--- src/rtl/saph_plr_sched.sv ---
// saph_plr_sched: valid/ready wrapper around a fixed-latency, non-stallable
// datapath. Issue strobes go out on pipe_en, a token shift register follows
// each item through the datapath, and results land in an output FIFO that is
// re-presented as a valid/ready stream. Credits (inflight + fill) keep the FIFO
// from overflowing, because the datapath itself can never be held.
module saph_plr_sched #(
  parameter int width   = 1,
  parameter int latency = 1,
  parameter int depth   = 4
) (
  input  logic                         clk,
  input  logic                         rst,
  input  logic                         flush,
  input  logic                         in_valid,
  output logic                         in_ready,
  input  logic [width-1:0]             in_data,
  output logic                         pipe_en,
  output logic [width-1:0]             pipe_d,
  input  logic [width-1:0]             pipe_q,
  output logic                         out_valid,
  input  logic                         out_ready,
  output logic [width-1:0]             out_data,
  output logic [$clog2(depth+1)-1:0]   inflight,
  output logic [$clog2(depth+1)-1:0]   fill
);

  localparam int cw = $clog2(depth + 1);
  localparam int pw = (depth > 1) ? $clog2(depth) : 1;
  localparam logic [cw:0]   creditLimit = (cw + 1)'(depth);
  localparam logic [pw-1:0] lastSlot    = pw'(depth - 1);
  localparam bit            hasPipe     = (latency != 0);

  logic              issue;
  logic              arrive;
  logic              capture;
  logic              pop;
  logic              tokenIn;
  logic              tokenOut;
  logic [cw:0]       committed;
  logic [width-1:0]  mem [depth];
  logic [pw-1:0]     wptr;
  logic [pw-1:0]     rptr;

  // Credits come from registered counts only, so out_ready never reaches
  // in_ready combinationally; the extra sum bit rules out overflow.
  assign committed = {1'b0, inflight} + {1'b0, fill};
  assign in_ready  = ~flush & (committed < creditLimit);
  // Nothing may issue while reset is held, even though in_ready reads 1.
  assign issue     = in_valid & in_ready & rst;
  assign pipe_en   = issue;
  assign pipe_d    = in_data;
  assign capture   = arrive & ~flush;
  assign pop       = out_valid & out_ready & ~flush;
  assign out_valid = (fill != '0);
  assign out_data  = mem[rptr];

  // A combinational datapath has no tokens in flight: inflight stays at 0.
  assign tokenIn  = issue & hasPipe;
  assign tokenOut = arrive & hasPipe;

  generate
    if (latency == 0) begin : gComb
      assign arrive = issue;
    end else begin : gPipe
      logic [latency-1:0] vld;

      // Token shift register marching in step with the datapath registers.
      always_ff @(posedge clk or negedge rst) begin
        if (!rst) begin
          vld <= '0;
        end else if (flush) begin
          vld <= '0;
        end else begin
          vld[0] <= issue;
          for (int i = 1; i < latency; i++) begin
            vld[i] <= vld[i-1];
          end
        end
      end

      assign arrive = vld[latency-1];
    end
  endgenerate

  // In-flight token count: issue and arrival in the same cycle cancel out.
  always_ff @(posedge clk or negedge rst) begin
    if (!rst) begin
      inflight <= '0;
    end else if (flush) begin
      inflight <= '0;
    end else if (tokenIn & ~tokenOut) begin
      inflight <= inflight + 1'b1;
    end else if (~tokenIn & tokenOut) begin
      inflight <= inflight - 1'b1;
    end
  end

  // FIFO occupancy: capture and pop in the same cycle cancel out.
  always_ff @(posedge clk or negedge rst) begin
    if (!rst) begin
      fill <= '0;
    end else if (flush) begin
      fill <= '0;
    end else if (capture & ~pop) begin
      fill <= fill + 1'b1;
    end else if (~capture & pop) begin
      fill <= fill - 1'b1;
    end
  end

  // FIFO storage and pointers; pointers wrap at depth so any depth works.
  always_ff @(posedge clk or negedge rst) begin
    if (!rst) begin
      wptr <= '0;
      rptr <= '0;
      for (int i = 0; i < depth; i++) begin
        mem[i] <= '0;
      end
    end else if (flush) begin
      wptr <= '0;
      rptr <= '0;
    end else begin
      if (capture) begin
        mem[wptr] <= pipe_q;
        wptr      <= (wptr == lastSlot) ? '0 : wptr + 1'b1;
      end
      if (pop) begin
        rptr <= (rptr == lastSlot) ? '0 : rptr + 1'b1;
      end
    end
  end

  // Credit accounting must keep both counters inside their physical range.
  always @(posedge clk) begin
    if (rst) begin
      assert (int'(fill) <= depth);
      assert (int'(inflight) <= latency);
    end
  end

endmodule
--- config.mk ---
export PLATFORM = sky130hd
export DESIGN_NAME = saph_plr_sched
export DESIGN_NICKNAME = d
export VERILOG_FILES = /design/src/rtl/saph_plr_sched.sv
export SDC_FILE = /design/constraint.sdc
export NUM_CORES = 1
export LEC_CHECK = 0
export ABC_CLOCK_PERIOD_IN_PS = 2500
export CORE_MARGIN = 3
export CORE_UTILIZATION = 56
export CTS_CLUSTER_DIAMETER = 60
export DETAILED_ROUTE_END_ITERATION = 7
export DONT_BUFFER_PORTS = 1
export PLACE_DENSITY = 0.83
export SYNTH_ARGS = -nofsm -noshare
export SYNTH_HDL_FRONTEND = slang
export SYNTH_SLANG_ARGS = --single-unit
--- constraint.sdc ---
create_clock -name clk -period 2.5 [get_ports clk]
set_input_delay 0.25 -clock clk [delete_from_list [all_inputs] [get_ports clk]]
set_output_delay 0.25 -clock clk [all_outputs]
set_load 0.03 [all_outputs]
## Word level (Yosys, flattened, before mapping)

Index checks and enable logic that the tools add are counted.
W data, S select, Z words.

| word-level totals | value |
|---|---|
| memories kept | 0 |
| latch bits | 0 |
| bits in writable memories | 0 |
| register bits after elaboration | 15 |
| logic and storage cells | 65 |
| memory bits (read-only) | 0 |
| output and inout port bits | 11 |
| input bits | 7 |

| operators by class | value |
|---|---|
| reduce and logical (&&, ||, !) cells | 7 |
| muxes and demuxes | 19 |
| $lt $le $gt $ge | 4 |
| eq/ne operators | 2 |
| add/sub/neg operators | 7 |
| shift-type cells | 0 |
| multipliers | 0 |
| divide/modulo/power cells | 0 |
| bitwise gates (word level) | 17 |

Operator list:

| kind | count |
|---|---|
| $mux W3 | 6 |
| $mux W2 | 6 |
| $and A1 B1 Y1 | 10 |
| $reduce_bool A3 Y1 | 3 |
| $add A3 B1 Y3 const B | 2 |
| $ge A3 B3 Y1 const B | 2 |
| $not A2 Y3 | 2 |
| $sub A3 B1 Y3 const B | 2 |
| $not A1 Y1 | 5 |
| $add A2 B1 Y2 const B | 2 |
| $add A3 B3 Y4 | 1 |
| $bwmux W4 | 1 |
| $eq A2 B2 Y1 const B | 2 |
| $lt A4 B3 Y1 const B | 1 |
| $mux W1 | 4 |
| $reduce_bool A2 Y1 | 2 |
| $lt A3 B1 Y1 const B | 1 |
| $bmux W1 S2 | 1 |
| $demux W1 S2 | 1 |
| $reduce_and A2 Y1 | 1 |
| $logic_and A1 B1 Y1 | 1 |

## Depth between registers and ports, before layout

| depth | value |
|---|---|
| word-level depth | 10 |
| depth in mapped cells | 8 |
| gate-level depth less buffers | 7 |

## Worst setup path before layout

OpenSTA, ideal clock, no wires.

| timing path | value |
|---|---|
| path type | register to register |
| start point | register fill[1] |
| end point | register inflight[2] |
| data arrival time | 2.367 ns |
| buffers on the path | 0 |
| required time | 2.361 ns |
| slack | -0.006 ns |
| clock period less this slack | 2.506 ns |
| setup time | 0.139 ns |
| stages on the path, launching flop included | 8 |
| path through | dfrtp_1 ha_1 nand3_1 nand3_1 nor2_1 fa_1 o311a_1 or4_1 |

| on the way | value |
|---|---|
| word-level cells in the longest chain between the ends | 8 |
| elaborated cells on any way between the ends | 11 |
| classes of those cells | 1 x add/sub; 1 x order compare; 2 x mux; 6 x bitwise; 1 x reduce/logical |

RTL lines:

| element | line | text |
|---|---|---|
| start, declared | 24 | `output logic [$clog2(depth+1)-1:0] fill` |
| start signal, assigned | 105 | `fill <= fill + 1'b1;` |
| start signal, assigned | 107 | `fill <= fill - 1'b1;` |
| $add A3 B3 Y4 * | 46 | `assign committed = {1'b0, inflight} + {1'b0, fill};` |
| $lt A4 B3 Y1 * | 47 | `assign in_ready = ~flush & (committed < creditLimit);` |
| $and A1 B1 Y1 * | 47 |  |
| $and A1 B1 Y1 * (2 in series) | 49 | `assign issue = in_valid & in_ready & rst;` |
| $and A1 B1 Y1 or $not A1 Y1 (tied branches) | 91, 93 |  |
| $mux W3 or $and A1 B1 Y1 (tied branches) | 91, 93 |  |
| $mux W3 or $reduce_bool A3 Y1 (tied branches) | -- |  |
| end signal, assigned | 92 | `inflight <= inflight + 1'b1;` |
| end signal, assigned | 94 | `inflight <= inflight - 1'b1;` |
| end, declared | 23 | `output logic [$clog2(depth+1)-1:0] inflight,` |

Mark *: on every way between the ends. The rest lies on a longest branch, timed or not.
A chain may end at the register's enable or synchronous reset.

## Worst setup path after layout

Ends and elaborated chain as after synthesis.

==> summary.txt <==
outcome = complete, no violations
Mapped Nets = 105
Area Growth Syn to Fin = 13.0%
Via Count = 664
Layout fillers = 109
Tmin final = 2.33 ns
footprint of the multi-input gates = 488 µm²
total grt overflow = 0
fin. max-slew vios = 0
Wirelength per Cell = 15.7 µm
Hold Vio Cnt, Final = 0
Initial DRC Count = 18
CTS H-Tree Depth = 1
Post-Syn Area = 912 µm²
Mapped Cells = 90
critical setup path kind = reg2reg
Pwr Density = 924 nW/µm²
HPWL Detailed = 1.34 mm
cells on worst reg2reg path = 7
initial core utilization = 64.5%
post-cts gate resize count = 0
Final WS setup = 0.166 ns
Worst-Margin Slew = 0.713 ns
Synth Area in XOR/XNOR = 5.76%
fin nets = 118
Reg clk slew, reported paths = 0.09 ns
routability cong. = 0.826
adder-cell area share of the yosys netlist = 12.6%
TritonCTS clock tree = built
Synth Area in Simple Gates = 19.1%
Post-route DRC = 0
GRT Total Usage = 20.9%
multiplexer area fraction after synthesis = 11.0%
leading area contributor after synthesis = dfrtp_1
critical path endpoint category = flop
clock sinks = 15
overall power after layout = 953 µW
distinct cell type count of the synthesized netlist = 29
setup TNS = 0 ns
largest net degree at the start of global routing = 16
Max Cap Violations = 0
final period utilization = 93.3%
P_leak = 0.000507 µW
Post-DP Area = 985 µm²
compound-cell area share of the yosys netlist = 5.08%
largest family of logic cells by synthesized area = simple AND/OR/NAND/NOR gates
Worst R2R Start = fill[1]$_DFFE_PN0P_
Ys Warns = 0
TritonRoute pass-1 iters = 4
Min-Delay Path Class = in2reg
top_reg_cell synth = dfrtp_1
number of flops mapped to enable cells by yosys = 0
core area = 1420 µm²
hold path start = flush
hold_buf cts = 1
commonest cells after routing, fill and taps aside = dfrtp_1, nor2_1, inv_1, buf_4, nand2_1
reg2reg end = inflight[2]$_DFFE_PN0P_
final antenna-violating net count = 0
Worst-Skew Late Latency = 0.28 ns
Root Driver = clkbuf_4
post-CTS setup buffers = 0
port buffer count = 0
Max Fclk = 0.429 GHz
Die W = 46.4 µm
Reg area = 377 µm²
Critical Path Start = fill[1]$_DFFE_PN0P_
crit path max fanout = 4
I/O pin cnt = 18
ranking of synthesized cells by area = dfrtp_1, ha_1, mux2_2
post-route cell area = 1030 µm²
vias in the first global route = 643
clock buffer depth = 2
FFs w/ async S/R, synth = 100%
Seq/Total Area, Yosys = 41.2%
most common cell after layout, fill and taps aside = dfrtp_1
Slew HR = 52.3%
# rows = 13
Worst EP arrival = 2.50 ns
share of cells above drive strength 1 = 20.6%
WHS Endpoint = rptr[1]$_DFFE_PN0P_
top cell type's share of synthesized area = 41.2%
drt total wl = 1.83 mm
hold-critical path depth = 1
Setup crit start kind = flop
dpl ws = 0.183 ns
internal reg-to-reg setup slack = 0.17 ns
antenna cell count = 0
CTS buffer count = 3
Seq cells post-synth = 15
endpoints failing setup = 0
syn avg cell area = 10.1 µm²
Via-to-Cell Ratio = 5.68
initial antenna violation count = 0
die height = 46.4 µm
first-pass GRT wire length = 2.98 mm
maximum vdd drop = 0.444 mV
clk_skew = 0.000234 ns
die area = 2150 µm²
RSZ-0062 raised after global routing = false
Critical Path RT = 2.66 ns
Yosys cell counts (2+ instances only):
| master | number |
|---|---|
| dfrtp_1 | 15 |
| nor2_1 | 13 |
| inv_1 | 9 |
| nand2_1 | 8 |
| ha_1 | 6 |
| mux2_2 | 6 |
| xnor2_1 | 4 |
| and2_1 | 2 |
| clkbuf_1 | 2 |
| fa_1 | 2 |
| nand3_1 | 2 |
| nor2b_1 | 2 |
| or3_1 | 2 |
| xor2_1 | 2 |
registers in the layout (all words and copies together) (netlist names):
signal	flops
arrive	1
fill	3
rptr	2
inflight	3
mem	4
wptr	2
worst max-delay path by stage:
stage / endpoint / slack (ns) / cells past startpoint
4_1_cts: inflight[2]$_DFFE_PN0P_ / 0.17 / 7
2_1_floorplan: inflight[2]$_DFFE_PN0P_ / 0.03 / 7
6_report: inflight[2]$_DFFE_PN0P_ / 0.17 / 7
5_1_grt: inflight[2]$_DFFE_PN0P_ / 0.06 / 7
3_5_place_dp: inflight[2]$_DFFE_PN0P_ / 0.18 / 7
3_3_place_gp: inflight[2]$_DFFE_PN0P_ / 0.25 / 7
area by class of cell:
cell class | count | area share, %
inverters | 9 | 3.28
repair buffers | 11 | 8.50
multi-input cells | 63 | 47.3
flip-flops and latches | 15 | 36.5
clock buffers | 4 | 2.55
well taps | 15 | 1.82
worst max-delay path: stages (launching register included):
cell and delay [ns]:
dfrtp_2 0.42, ha_1 0.27, nand3_1 0.09, nand3_1 0.11
nor2_1 0.07, fa_1 0.44, o311a_1 0.36, or4_1 0.46
routing by layer:
layer | wire length (µm) | track usage [%] | vias to the layer above
met5 | 0 | 0 | -
met4 | 12 | 5.11 | 0
met3 | 111 | 9.77 | 2
met2 | 917 | 34.3 | 17
met1 | 790 | 24.3 | 321
li1 | - | - | 324
cell families (layout without fill, tap and decap cells):
family / Yosys count / count (layout)
flops: 15 / 15
fa+ha+maj: 8 / 8
simple gates: 35 / 35
compound gates: 6 / 6
xor+xnor: 6 / 6
buf+inv: 12 / 24
mux: 8 / 8
metrics by stage:
stage	instances	hold slack, ns	utilization, %
2_1_floorplan	90	-0.0456	-
3_3_place_gp	111	-0.0452	69.6
3_5_place_dp	111	-0.0452	69.6
4_1_cts	116	0.0119	72.1
5_1_grt	117	0.000553	72.9
6_report	117	0.0190	72.9
report_power, final:
| group | switching [µW] | internal [µW] |
|---|---|---|
| logic | 293 | 180 |
| registers | 41.8 | 297 |
| clock network | 79.6 | 62.0 |
(Power assumes the default switching activity.)
